## src/rtl/mem_wb_stage_if.sv

```systemverilog
// Bundle of every signal the mem_wb_stage exchanges with its neighbours:
// the execute-stage handshake, the request/acknowledge memory port, the
// register-file write port and the fault/trap reports to control.
// The master modport is the stage itself; the slave modport is its environment.
interface mem_wb_stage_if;
  // Execute-stage handshake and instruction payload
  logic        ex_valid;
  logic        ex_ready;
  logic [4:0]  ex_op;
  logic [31:0] ex_result;
  logic [31:0] ex_store_data;
  logic [4:0]  ex_rd;
  logic [31:0] ex_link;

  // Memory port
  logic        mem_req;
  logic        mem_we;
  logic [31:0] mem_addr;
  logic [31:0] mem_wdata;
  logic        mem_ack;
  logic [31:0] mem_rdata;

  // Register-file write port
  logic        wb_en;
  logic [4:0]  wb_rd;
  logic [31:0] wb_data;

  // Reports to the control unit
  logic        fault;
  logic        trap;
  logic        trap_cause;

  modport master (
    input  ex_valid, ex_op, ex_result, ex_store_data, ex_rd, ex_link,
    input  mem_ack, mem_rdata,
    output ex_ready,
    output mem_req, mem_we, mem_addr, mem_wdata,
    output wb_en, wb_rd, wb_data,
    output fault, trap, trap_cause
  );

  modport slave (
    output ex_valid, ex_op, ex_result, ex_store_data, ex_rd, ex_link,
    output mem_ack, mem_rdata,
    input  ex_ready,
    input  mem_req, mem_we, mem_addr, mem_wdata,
    input  wb_en, wb_rd, wb_data,
    input  fault, trap, trap_cause
  );
endinterface

```

## src/rtl/mem_wb_stage.sv

```systemverilog
// mem_wb_stage: memory-access and writeback stage that sits right after the ALU.
// ALU, link and trap ops complete in one cycle at full throughput; aligned
// LW/SW park in MEM and hold the memory request until mem_ack arrives.
// Optional feature macro: MEMWB_TIMEOUT_EN -- when defined, a request that sees
// no ack for TIMEOUT_CYCLES cycles is abandoned and reported as a fault.
module mem_wb_stage #(
  parameter int TIMEOUT_CYCLES = 64
) (
  input logic            clk,
  input logic            rst,
  mem_wb_stage_if.master bus
);

  localparam logic [4:0] OP_LAST_ALU = 5'd20;
  localparam logic [4:0] OP_LW       = 5'd21;
  localparam logic [4:0] OP_SW       = 5'd22;
  localparam logic [4:0] OP_JAL      = 5'd25;
  localparam logic [4:0] OP_JALR     = 5'd26;
  localparam logic [4:0] OP_LI       = 5'd27;
  localparam logic [4:0] OP_LUI      = 5'd28;
  localparam logic [4:0] OP_AUITPC   = 5'd29;
  localparam logic [4:0] OP_ECALL    = 5'd30;
  localparam logic [4:0] OP_EBREAK   = 5'd31;

  // A zero-length timeout would expire before the memory could ever answer.
  if (TIMEOUT_CYCLES < 1) begin : g_badTimeout
    $error("mem_wb_stage: TIMEOUT_CYCLES must be at least 1");
  end

  typedef enum logic {
    S_IDLE,
    S_MEM
  } state_t;

  state_t      r_state;
  logic        r_memReq;
  logic        r_memWe;
  logic [31:0] r_memAddr;
  logic [31:0] r_memWdata;
  logic [4:0]  r_memRd;
  logic        r_wbEn;
  logic [4:0]  r_wbRd;
  logic [31:0] r_wbData;
  logic        r_fault;
  logic        r_trap;
  logic        r_trapCause;

`ifdef MEMWB_TIMEOUT_EN
  localparam int COUNT_W = $clog2(TIMEOUT_CYCLES + 1);
  localparam logic [COUNT_W-1:0] LAST_WAIT = COUNT_W'(TIMEOUT_CYCLES - 1);
  logic [COUNT_W-1:0] r_waitCount;
`endif

  logic w_writesResult;
  logic w_writesLink;
  logic w_isMem;
  logic w_isTrap;
  logic w_misaligned;

  // Classify the incoming opcode; BT/BF fall through every class and do nothing.
  always_comb begin
    w_writesResult = (bus.ex_op <= OP_LAST_ALU) || (bus.ex_op == OP_LI) ||
                     (bus.ex_op == OP_LUI) || (bus.ex_op == OP_AUITPC);
    w_writesLink   = (bus.ex_op == OP_JAL) || (bus.ex_op == OP_JALR);
    w_isMem        = (bus.ex_op == OP_LW) || (bus.ex_op == OP_SW);
    w_isTrap       = (bus.ex_op == OP_ECALL) || (bus.ex_op == OP_EBREAK);
    w_misaligned   = (bus.ex_result[1:0] != 2'b00);
  end

  assign bus.ex_ready   = (r_state == S_IDLE);
  assign bus.mem_req    = r_memReq;
  assign bus.mem_we     = r_memWe;
  assign bus.mem_addr   = r_memAddr;
  assign bus.mem_wdata  = r_memWdata;
  assign bus.wb_en      = r_wbEn;
  assign bus.wb_rd      = r_wbRd;
  assign bus.wb_data    = r_wbData;
  assign bus.fault      = r_fault;
  assign bus.trap       = r_trap;
  assign bus.trap_cause = r_trapCause;

  // Stage FSM: pulses clear every cycle, accepts in IDLE, waits for ack in MEM.
  always_ff @(posedge clk) begin
    if (rst) begin
      r_state     <= S_IDLE;
      r_memReq    <= 1'b0;
      r_memWe     <= 1'b0;
      r_memAddr   <= 32'd0;
      r_memWdata  <= 32'd0;
      r_memRd     <= 5'd0;
      r_wbEn      <= 1'b0;
      r_wbRd      <= 5'd0;
      r_wbData    <= 32'd0;
      r_fault     <= 1'b0;
      r_trap      <= 1'b0;
      r_trapCause <= 1'b0;
`ifdef MEMWB_TIMEOUT_EN
      r_waitCount <= '0;
`endif
    end else begin
      r_wbEn  <= 1'b0;
      r_fault <= 1'b0;
      r_trap  <= 1'b0;
      case (r_state)
        S_IDLE: begin
          if (bus.ex_valid) begin
            if (w_writesResult || w_writesLink) begin
              if (bus.ex_rd != 5'd0) begin
                r_wbEn   <= 1'b1;
                r_wbRd   <= bus.ex_rd;
                r_wbData <= w_writesLink ? bus.ex_link : bus.ex_result;
              end
            end else if (w_isTrap) begin
              r_trap      <= 1'b1;
              r_trapCause <= (bus.ex_op == OP_EBREAK);
            end else if (w_isMem) begin
              if (w_misaligned) begin
                r_fault <= 1'b1;
              end else begin
                r_state    <= S_MEM;
                r_memReq   <= 1'b1;
                r_memWe    <= (bus.ex_op == OP_SW);
                r_memAddr  <= bus.ex_result;
                r_memWdata <= bus.ex_store_data;
                r_memRd    <= bus.ex_rd;
`ifdef MEMWB_TIMEOUT_EN
                r_waitCount <= '0;
`endif
              end
            end
          end
        end
        S_MEM: begin
          if (bus.mem_ack) begin
            r_state  <= S_IDLE;
            r_memReq <= 1'b0;
            if (!r_memWe && (r_memRd != 5'd0)) begin
              r_wbEn   <= 1'b1;
              r_wbRd   <= r_memRd;
              r_wbData <= bus.mem_rdata;
            end
          end
`ifdef MEMWB_TIMEOUT_EN
          else if (r_waitCount == LAST_WAIT) begin
            r_state  <= S_IDLE;
            r_memReq <= 1'b0;
            r_fault  <= 1'b1;
          end else begin
            r_waitCount <= r_waitCount + 1'b1;
          end
`endif
        end
        default: r_state <= S_IDLE;
      endcase
    end
  end

endmodule
```

## src/flat_wrapper.sv

```systemverilog
// flat-port wrapper written by rule: the top's interface ports become plain ports
module mem_wb_stage_flat 
#(
  parameter int TIMEOUT_CYCLES = 64
)
  (clk, rst, bus_ex_valid, bus_ex_op, bus_ex_result, bus_ex_store_data, bus_ex_rd, bus_ex_link, bus_mem_ack, bus_mem_rdata, bus_ex_ready, bus_mem_req, bus_mem_we, bus_mem_addr, bus_mem_wdata, bus_wb_en, bus_wb_rd, bus_wb_data, bus_fault, bus_trap, bus_trap_cause);
  mem_wb_stage_if bus_i ();
  input logic clk;
  input logic rst;
  input wire logic [$bits(bus_i.ex_valid)-1:0] bus_ex_valid;
  input wire logic [$bits(bus_i.ex_op)-1:0] bus_ex_op;
  input wire logic [$bits(bus_i.ex_result)-1:0] bus_ex_result;
  input wire logic [$bits(bus_i.ex_store_data)-1:0] bus_ex_store_data;
  input wire logic [$bits(bus_i.ex_rd)-1:0] bus_ex_rd;
  input wire logic [$bits(bus_i.ex_link)-1:0] bus_ex_link;
  input wire logic [$bits(bus_i.mem_ack)-1:0] bus_mem_ack;
  input wire logic [$bits(bus_i.mem_rdata)-1:0] bus_mem_rdata;
  output wire logic [$bits(bus_i.ex_ready)-1:0] bus_ex_ready;
  output wire logic [$bits(bus_i.mem_req)-1:0] bus_mem_req;
  output wire logic [$bits(bus_i.mem_we)-1:0] bus_mem_we;
  output wire logic [$bits(bus_i.mem_addr)-1:0] bus_mem_addr;
  output wire logic [$bits(bus_i.mem_wdata)-1:0] bus_mem_wdata;
  output wire logic [$bits(bus_i.wb_en)-1:0] bus_wb_en;
  output wire logic [$bits(bus_i.wb_rd)-1:0] bus_wb_rd;
  output wire logic [$bits(bus_i.wb_data)-1:0] bus_wb_data;
  output wire logic [$bits(bus_i.fault)-1:0] bus_fault;
  output wire logic [$bits(bus_i.trap)-1:0] bus_trap;
  output wire logic [$bits(bus_i.trap_cause)-1:0] bus_trap_cause;
  assign bus_i.ex_valid = bus_ex_valid;
  assign bus_i.ex_op = bus_ex_op;
  assign bus_i.ex_result = bus_ex_result;
  assign bus_i.ex_store_data = bus_ex_store_data;
  assign bus_i.ex_rd = bus_ex_rd;
  assign bus_i.ex_link = bus_ex_link;
  assign bus_i.mem_ack = bus_mem_ack;
  assign bus_i.mem_rdata = bus_mem_rdata;
  assign bus_ex_ready = bus_i.ex_ready;
  assign bus_mem_req = bus_i.mem_req;
  assign bus_mem_we = bus_i.mem_we;
  assign bus_mem_addr = bus_i.mem_addr;
  assign bus_mem_wdata = bus_i.mem_wdata;
  assign bus_wb_en = bus_i.wb_en;
  assign bus_wb_rd = bus_i.wb_rd;
  assign bus_wb_data = bus_i.wb_data;
  assign bus_fault = bus_i.fault;
  assign bus_trap = bus_i.trap;
  assign bus_trap_cause = bus_i.trap_cause;
  mem_wb_stage #(.TIMEOUT_CYCLES(TIMEOUT_CYCLES)) u_core (.clk(clk), .rst(rst), .bus(bus_i));
endmodule
```

## config.mk

```make
export PLATFORM = sky130hd
export DESIGN_NAME = mem_wb_stage_flat
export DESIGN_NICKNAME = d
export VERILOG_FILES = /design/src/rtl/mem_wb_stage_if.sv /design/src/rtl/mem_wb_stage.sv /design/src/flat_wrapper.sv
export SDC_FILE = /design/constraint.sdc
export NUM_CORES = 1
export LEC_CHECK = 0
export ABC_AREA = 1
export CAP_MARGIN = 20
export CORE_MARGIN = 2
export CORE_UTILIZATION = 40
export CTS_CLUSTER_DIAMETER = 120
export DETAILED_ROUTE_END_ITERATION = 10
export PLACE_DENSITY = 0.8
export SYNTH_ARGS = -nofsm -noshare
export SYNTH_HDL_FRONTEND = slang
export SYNTH_SLANG_ARGS = --single-unit
export TNS_END_PERCENT = 1
```

## constraint.sdc

```tcl
create_clock -name clk -period 2.2 [get_ports clk]
set_input_delay 0.22 -clock clk [delete_from_list [all_inputs] [get_ports clk]]
set_output_delay 0.22 -clock clk [all_outputs]
set_load 0.005 [all_outputs]
```

==> key figures, run 1 <==
Critical path
  – Critical path arrival: between 2 and 2.5 ns
  – Worst path max stage delay: 0.54 ns
  – Critical Path, Cell by Cell: clkdlybuf4s50_1 -> inv_1 -> nor3_1 -> nand2_1 -> nor2_1 -> nand3_4 -> buf_12 -> o21ai_0 -> nor2_1
  – Crit path launch type: primary input
  – Largest fanout on the critical path: 62
  – Crit path max-delay cell type: clkdlybuf4s50_1
  – Critical path's top delay family: buffers and inverters
  – Critical path endpoint category: flip-flop
  – Critical path required time: approximately 2.5 ns
  – Most numerous cell on the critical path: nor2_1
  – Crit Path Category: in2reg
  – CP bufs+invs: 3

Floorplan
  – Core area: 0.0145 mm²
  – Die span in y: 126 µm
  – Die Wd: 126 µm
  – Row count: 44
  – Die area: 0.0159 mm²
  – I/O Pins: 250
  – Initial Util: 0.409

CTS
  – TritonCTS Sinks: between 100 and 150
  – Clk buf depth: 2
  – # hold bufs at CTS: 0
  – CTS tree: yes
  – H-tree Lvls: 4
  – Clock transition at path regs: around 0.050 ns
  – TritonCTS buffer count: 17
  – CTS root buf: clkbuf_16
  – CTS resizes: 0
  – Post-CTS setup buffer count: 0
  – Worst skew pair latency: 0.41 ns

Flow run
  – Max-cap violation count: 0

Finish
  – Post-Layout Cell Count: ~1400
  – Footprint of the multi-input gates: 0.00260 mm²
  – Most frequent cells in the layout: 249 x clkdlybuf4s50_1, 219 x inv_1, 217 x nand2_1
  – Commonest non-fill, non-tap cell in the layout: clkdlybuf4s50_1
  – Post-route cell area: 0.00920 mm²
  – Storage cell area: about 0.0023 mm²
  – Share of cells above drive strength 1: 0.0457
  – Post-Route Utilization: 0.633
  – Area growth, synth to finish: 54.5%
  – Fillers: about 1300
  – Layout Nets: about 1300
  – Antenna diodes: 0

Synthesis
  – Post-synth cell types: 24
  – YS warnings: 0
  – Post-Syn Instances: 969
  – #FFs+latches synth: 113
  – Avg Inst Size Synth: 6.14 µm²
  – Synth Net Count: 1111
  – Register area share after synthesis: 0.380
  – Mapped Area: about 0.0060 mm²

Timing
  – RSZ-0062 raised after global routing: false
  – Final period util: 0.832
  – Maximum clock frequency: 546 MHz
  – Worst-margin pin slew: 0.485 ns
  – Post-layout min period: 1.83 ns
  – Setup Skew: 0.00626 ns
  – Total negative slack: 0 ns
  – Slew Limit Fails: 0
  – Final worst setup slack: 0.370 ns
  – Final hold viol count: 0
  – Rel. slew slack: 0.677
  – Final Setup Violations: 0

Global routing
  – Initial antenna violation count: 0
  – Gr usage total: 0.239
  – Vias in the first global route: 6191
  – Largest net degree at the start of global routing: 77
  – Gr ovfl total: 0
  – First-pass GRT wire length: 30.4 mm

Place
  – PortBufs: 249
  – Area of placed instances: 0.00864 mm²
  – Pre-CTS setup slack: 0.0648 ns
  – Cells after DPL: 1359
  – Final GP Congestion: roughly 0.86
  – Dpl hpwl: 13.5 mm

Detailed routing
  – Total Wirelength: 19.1 mm
  – Post-route ant nets: 0
  – Pre-antenna DRT Iters: 5
  – Avg WL per Cell: 13.7 µm
  – Via-to-Cell Ratio: 4.69
  – Starting DRT DRC Count: 380
  – Drc violations: 0
  – Vias: about 6500

Pwr
  – Leakage power: between 4 and 5 nW
  – Pwr dens: 610 mW/mm²
  – VDD IR-drop max: about 0.0005 V

Status
  – Status: finished, final reports clean

Worst hold path
  – Hold WC Path Type: in2reg
registers in the layout, summed over array words and instances (netlist names):
register	count
u_core.bus.wb_en	1
u_core.bus.wb_rd	5
u_core.bus.trap_cause	1
u_core.bus.mem_wdata	32
u_core.bus.mem_addr	32
u_core.bus.trap	1
u_core.bus.mem_req	1
u_core.r_memRd	5
u_core.bus.fault	1
u_core.bus.wb_data	32
u_core.bus.mem_we	1
u_core.r_state	1
final timing paths:
path                            cells past startpoint                       end             startpoint  slack (ns)
worst max-delay path                                9   u_core.bus.mem_wdata[2]           bus_ex_op[2]        0.37
worst max register to register                      8   u_core.bus.mem_wdata[2]         u_core.r_state        0.52
worst min register to register                      2        u_core.bus.mem_req     u_core.bus.mem_req        0.45
worst min-delay path                                3  u_core.bus.mem_wdata[12]  bus_ex_store_data[12]        0.41
stage by stage:
| step | power, mW | hold WS [ns] |
|---|---|---|
| after floorplan | 2.52 | 0.289 |
| after global placement | 3.01 | 0.445 |
| after detailed placement | 3.02 | 0.452 |
| after CTS | 5.66 | 0.397 |
| after global routing | 5.85 | 0.424 |
| final | 5.61 | 0.413 |
area by class of cell:
type / count / share of cell area
timing repair buffer: 266 / 0.294
multi-input combinational: 574 / 0.283
sequential: 113 / 0.246
inverter: 222 / 0.0908
clock buffer: 22 / 0.0516
tap: 184 / 0.0250
clock inverter: 7 / 0.00925
where the power goes:
group          total (mW)  internal (mW)  switching [mW]
clock                2.62           1.72           0.900
sequential           2.15           2.12          0.0334
combinational       0.840          0.476           0.364
Yosys cell counts:
cell type | number | area share
buf_4 | 1 | 0.0013
nand3_1 | 79 | 0.066
nand2_1 | 217 | 0.14
buf_6 | 3 | 0.0057
buf_2 | 21 | 0.018
inv_1 | 219 | 0.14
nand2_4 | 1 | 0.0019
nand4_1 | 6 | 0.0063
o21ai_0 | 17 | 0.014
nor2_4 | 2 | 0.0038
nand3_2 | 1 | 0.0017
inv_2 | 2 | 0.0013
o21ai_1 | 58 | 0.049
clkinv_1 | 1 | 0.00063
nand2_2 | 2 | 0.0021
nor3_1 | 3 | 0.0025
nand3b_1 | 32 | 0.040
nor2_1 | 114 | 0.072
dfxtp_1 | 113 | 0.38
o21bai_1 | 1 | 0.0013
a21boi_0 | 1 | 0.0013
buf_1 | 7 | 0.0044
a21oi_1 | 40 | 0.034
clkbuf_1 | 28 | 0.018
worst min-delay path: stages:
cell and delay (ns):
clkdlybuf4s50_1 0.39, o21ai_1 0.12, nor2_1 0.04
cells by family after synthesis:
kind of cell,synth area share
AND/OR/NAND/NOR,0.334
buffers and inverters,0.187
AO/OA/AOI/OAI,0.0992
flip-flops,0.380
per-layer routing:
layer / track usage / vias to the layer above / wire length [µm]
met3: 0.0752 / 44 / 1620
met5: 0 / - / 0
li1: - / 3350 / -
met4: 0.106 / 0 / 572
met2: 0.400 / 252 / 8950
met1: 0.281 / 2865 / 7920
No activity file was read; power rests on OpenSTA's default activity.
==> run 2: changes to the inputs <==
- clock period: 2.2 -> 1.9 ns (I/O delays scaled with it)
==> run 2 against run 1 <==
Against the previous run: sequential cell count is the same; critical path depth shrank 6; utilization grew 0.79 points; non-clock buffer count grew 12; highest routed layer unchanged; final cell count grew 1.0%; via count shrank 0.41%; critical endpoint is now bus_ex_ready; largest power group unchanged; critical path type is now reg2out; global-route usage shrank 0.80 points; clock skew grew 0.0040 ns.
==> key figures, run 2 (synthesis results as in run 1) <==
Timing
  – Slew Limit Fails: 0
  – Total negative slack: 0 ns
  – Hold WS: 0.383 ns
  – Post-layout min period: 1.76 ns
  – RSZ-0062 raised after global routing: false
  – Final worst setup slack: 0.142 ns
  – Final hold viol count: 0
  – Rel. slew slack: 0.677
  – Setup Skew: between 0.01 and 0.015 ns
  – Final Setup Violations: 0
  – Maximum clock frequency: 569 MHz
  – Final period util: 0.925
  – Worst-margin pin slew: 0.485 ns

Place
  – Final GP Congestion: 0.875
  – PortBufs: 249
  – Area of placed instances: 0.00873 mm²
  – Cells after DPL: about 1400
  – Pre-CTS setup slack: -0.164 ns
  – Dpl hpwl: 13.3 mm

Floorplan
  – Core area: 0.0145 mm²
  – I/O Pins: 250
  – Die area: 0.0159 mm²
  – Initial Util: 0.409
  – Die span in y: about 130 µm
  – Die Wd: 126 µm
  – Row count: 44

Global routing
  – Gr usage total: 0.231
  – Gr ovfl total: 0
  – Initial antenna violation count: 0
  – Largest net degree at the start of global routing: 77
  – Vias in the first global route: between 5000 and 6000
  – First-pass GRT wire length: 29.3 mm

Detailed routing
  – Starting DRT DRC Count: between 400 and 500
  – Avg WL per Cell: 13.3 µm
  – Via-to-Cell Ratio: 4.62
  – Drc violations: 0
  – Pre-antenna DRT Iters: 5
  – Vias: 6484
  – Post-route ant nets: 0
  – Total Wirelength: around 19 mm

Critical path
  – Critical path required time: ~1.7 ns
  – Crit path launch: u_core.r_state
  – R2r startpoint: u_core.r_memRd[2]
  – Critical path endpoint category: output pin
  – Crit path launch type: flip-flop
  – Crit Path Category: reg2out
  – Largest fanout on the critical path: 14
  – Critical path arrival: 1.57 ns

CTS
  – H-tree Lvls: 4
  – CTS root buf: clkbuf_16
  – CTS tree: yes
  – # hold bufs at CTS: 0
  – Worst skew pair latency: 0.41 ns
  – Post-CTS setup buffer count: 0
  – TritonCTS buffer count: 17
  – Clk buf depth: 2
  – CTS resizes: 0
  – Clock transition at path regs: 0.05 ns
  – TritonCTS Sinks: between 100 and 150

Finish
  – Share of cells above drive strength 1: 0.0550
  – Area growth, synth to finish: 56.5%
  – Layout Nets: 1348
  – Antenna diodes: 0
  – Most frequent cells in the layout: 249 x clkdlybuf4s50_1, 219 x inv_1, 217 x nand2_1
  – Fillers: about 1300
  – Commonest non-fill, non-tap cell in the layout: clkdlybuf4s50_1
  – Post-Layout Cell Count: 1402
  – Post-route cell area: between 0.009 and 0.01 mm²
  – Post-Route Utilization: 0.641

Pwr
  – Sw power: roughly 1.5 mW
  – Net Sw Frac: 0.226
  – Clk pwr share: 0.474
  – Leakage power: ~4.3 nW
  – Gate power share: 0.149
  – Pwr dens: 708 mW/mm²
  – Sequential Power Share: 0.377
  – Final Power: between 6 and 7 mW
  – Pint: slightly above 5 mW
  – VDD IR-drop max: between 0.0006 and 0.0007 V

Worst hold path
  – Hold WC Path Type: in2reg
  – Hold Crit Start: bus_ex_store_data[29]

Flow run
  – Max-cap violation count: 0

Status
  – Status: finished, final reports clean
[run 2: cell types whose count changed in the layout (fill, tap and decap cells not counted)]
cell | previous run | this run
clkinv_2 | 6 | 4
clkbuf_8 | 3 | 5
clkbuf_1 | 2 | 4
buf_4 | 10 | 22
[run 2: power by group through the flow]
stage                     combinational, mW  clock, mW  sequential, mW
after floorplan                       0.376          0            2.54
after global placement                0.975          0            2.53
after detailed placement              0.979          0            2.54
after CTS                             0.987       3.18            2.49
after global routing                   1.08       3.30            2.49
final                                 0.981       3.12            2.49
[run 2: final timing paths]
path,end,slack [ns],cells after the start
setup / recovery,bus_ex_ready,0.14,3
hold / removal,u_core.bus.mem_wdata[29],0.38,3
setup reg to reg,u_core.bus.wb_data[13],0.39,7
hold reg to reg,u_core.bus.mem_req,0.45,2
[run 2: final cells by class]
class                   instances  area [µm²]  share of cell area
clock buffers                  26         509              0.0547
clock inverters                 5        75.1             0.00806
flip-flops and latches        113        2260               0.243
well taps                     184         230              0.0247
repair buffers                278        2800               0.300
inverters                     222         835              0.0896
multi-input cells             574        2600               0.279
[run 2: critical path: stages, from the launching register on]
cell	delay, ns
dfxtp_1	0.30
inv_1	0.11
buf_4	0.22
clkdlybuf4s50_1	0.52
[run 2: metal layers]
metal / vias to the layer above / GRT usage / routed length [µm]
met1: 2863 / 0.267 / 7740
met4: 0 / 0.0705 / 337
li1: 3371 / - / -
met3: 21 / 0.0939 / 1770
met5: - / 0 / 0
met2: 229 / 0.392 / 8760
==> run 3: changes to the inputs <==
- SLEW_MARGIN: default -> 20
==> results of run 3 <==
Final layout, timing and power as in run 2 (identical DEF).
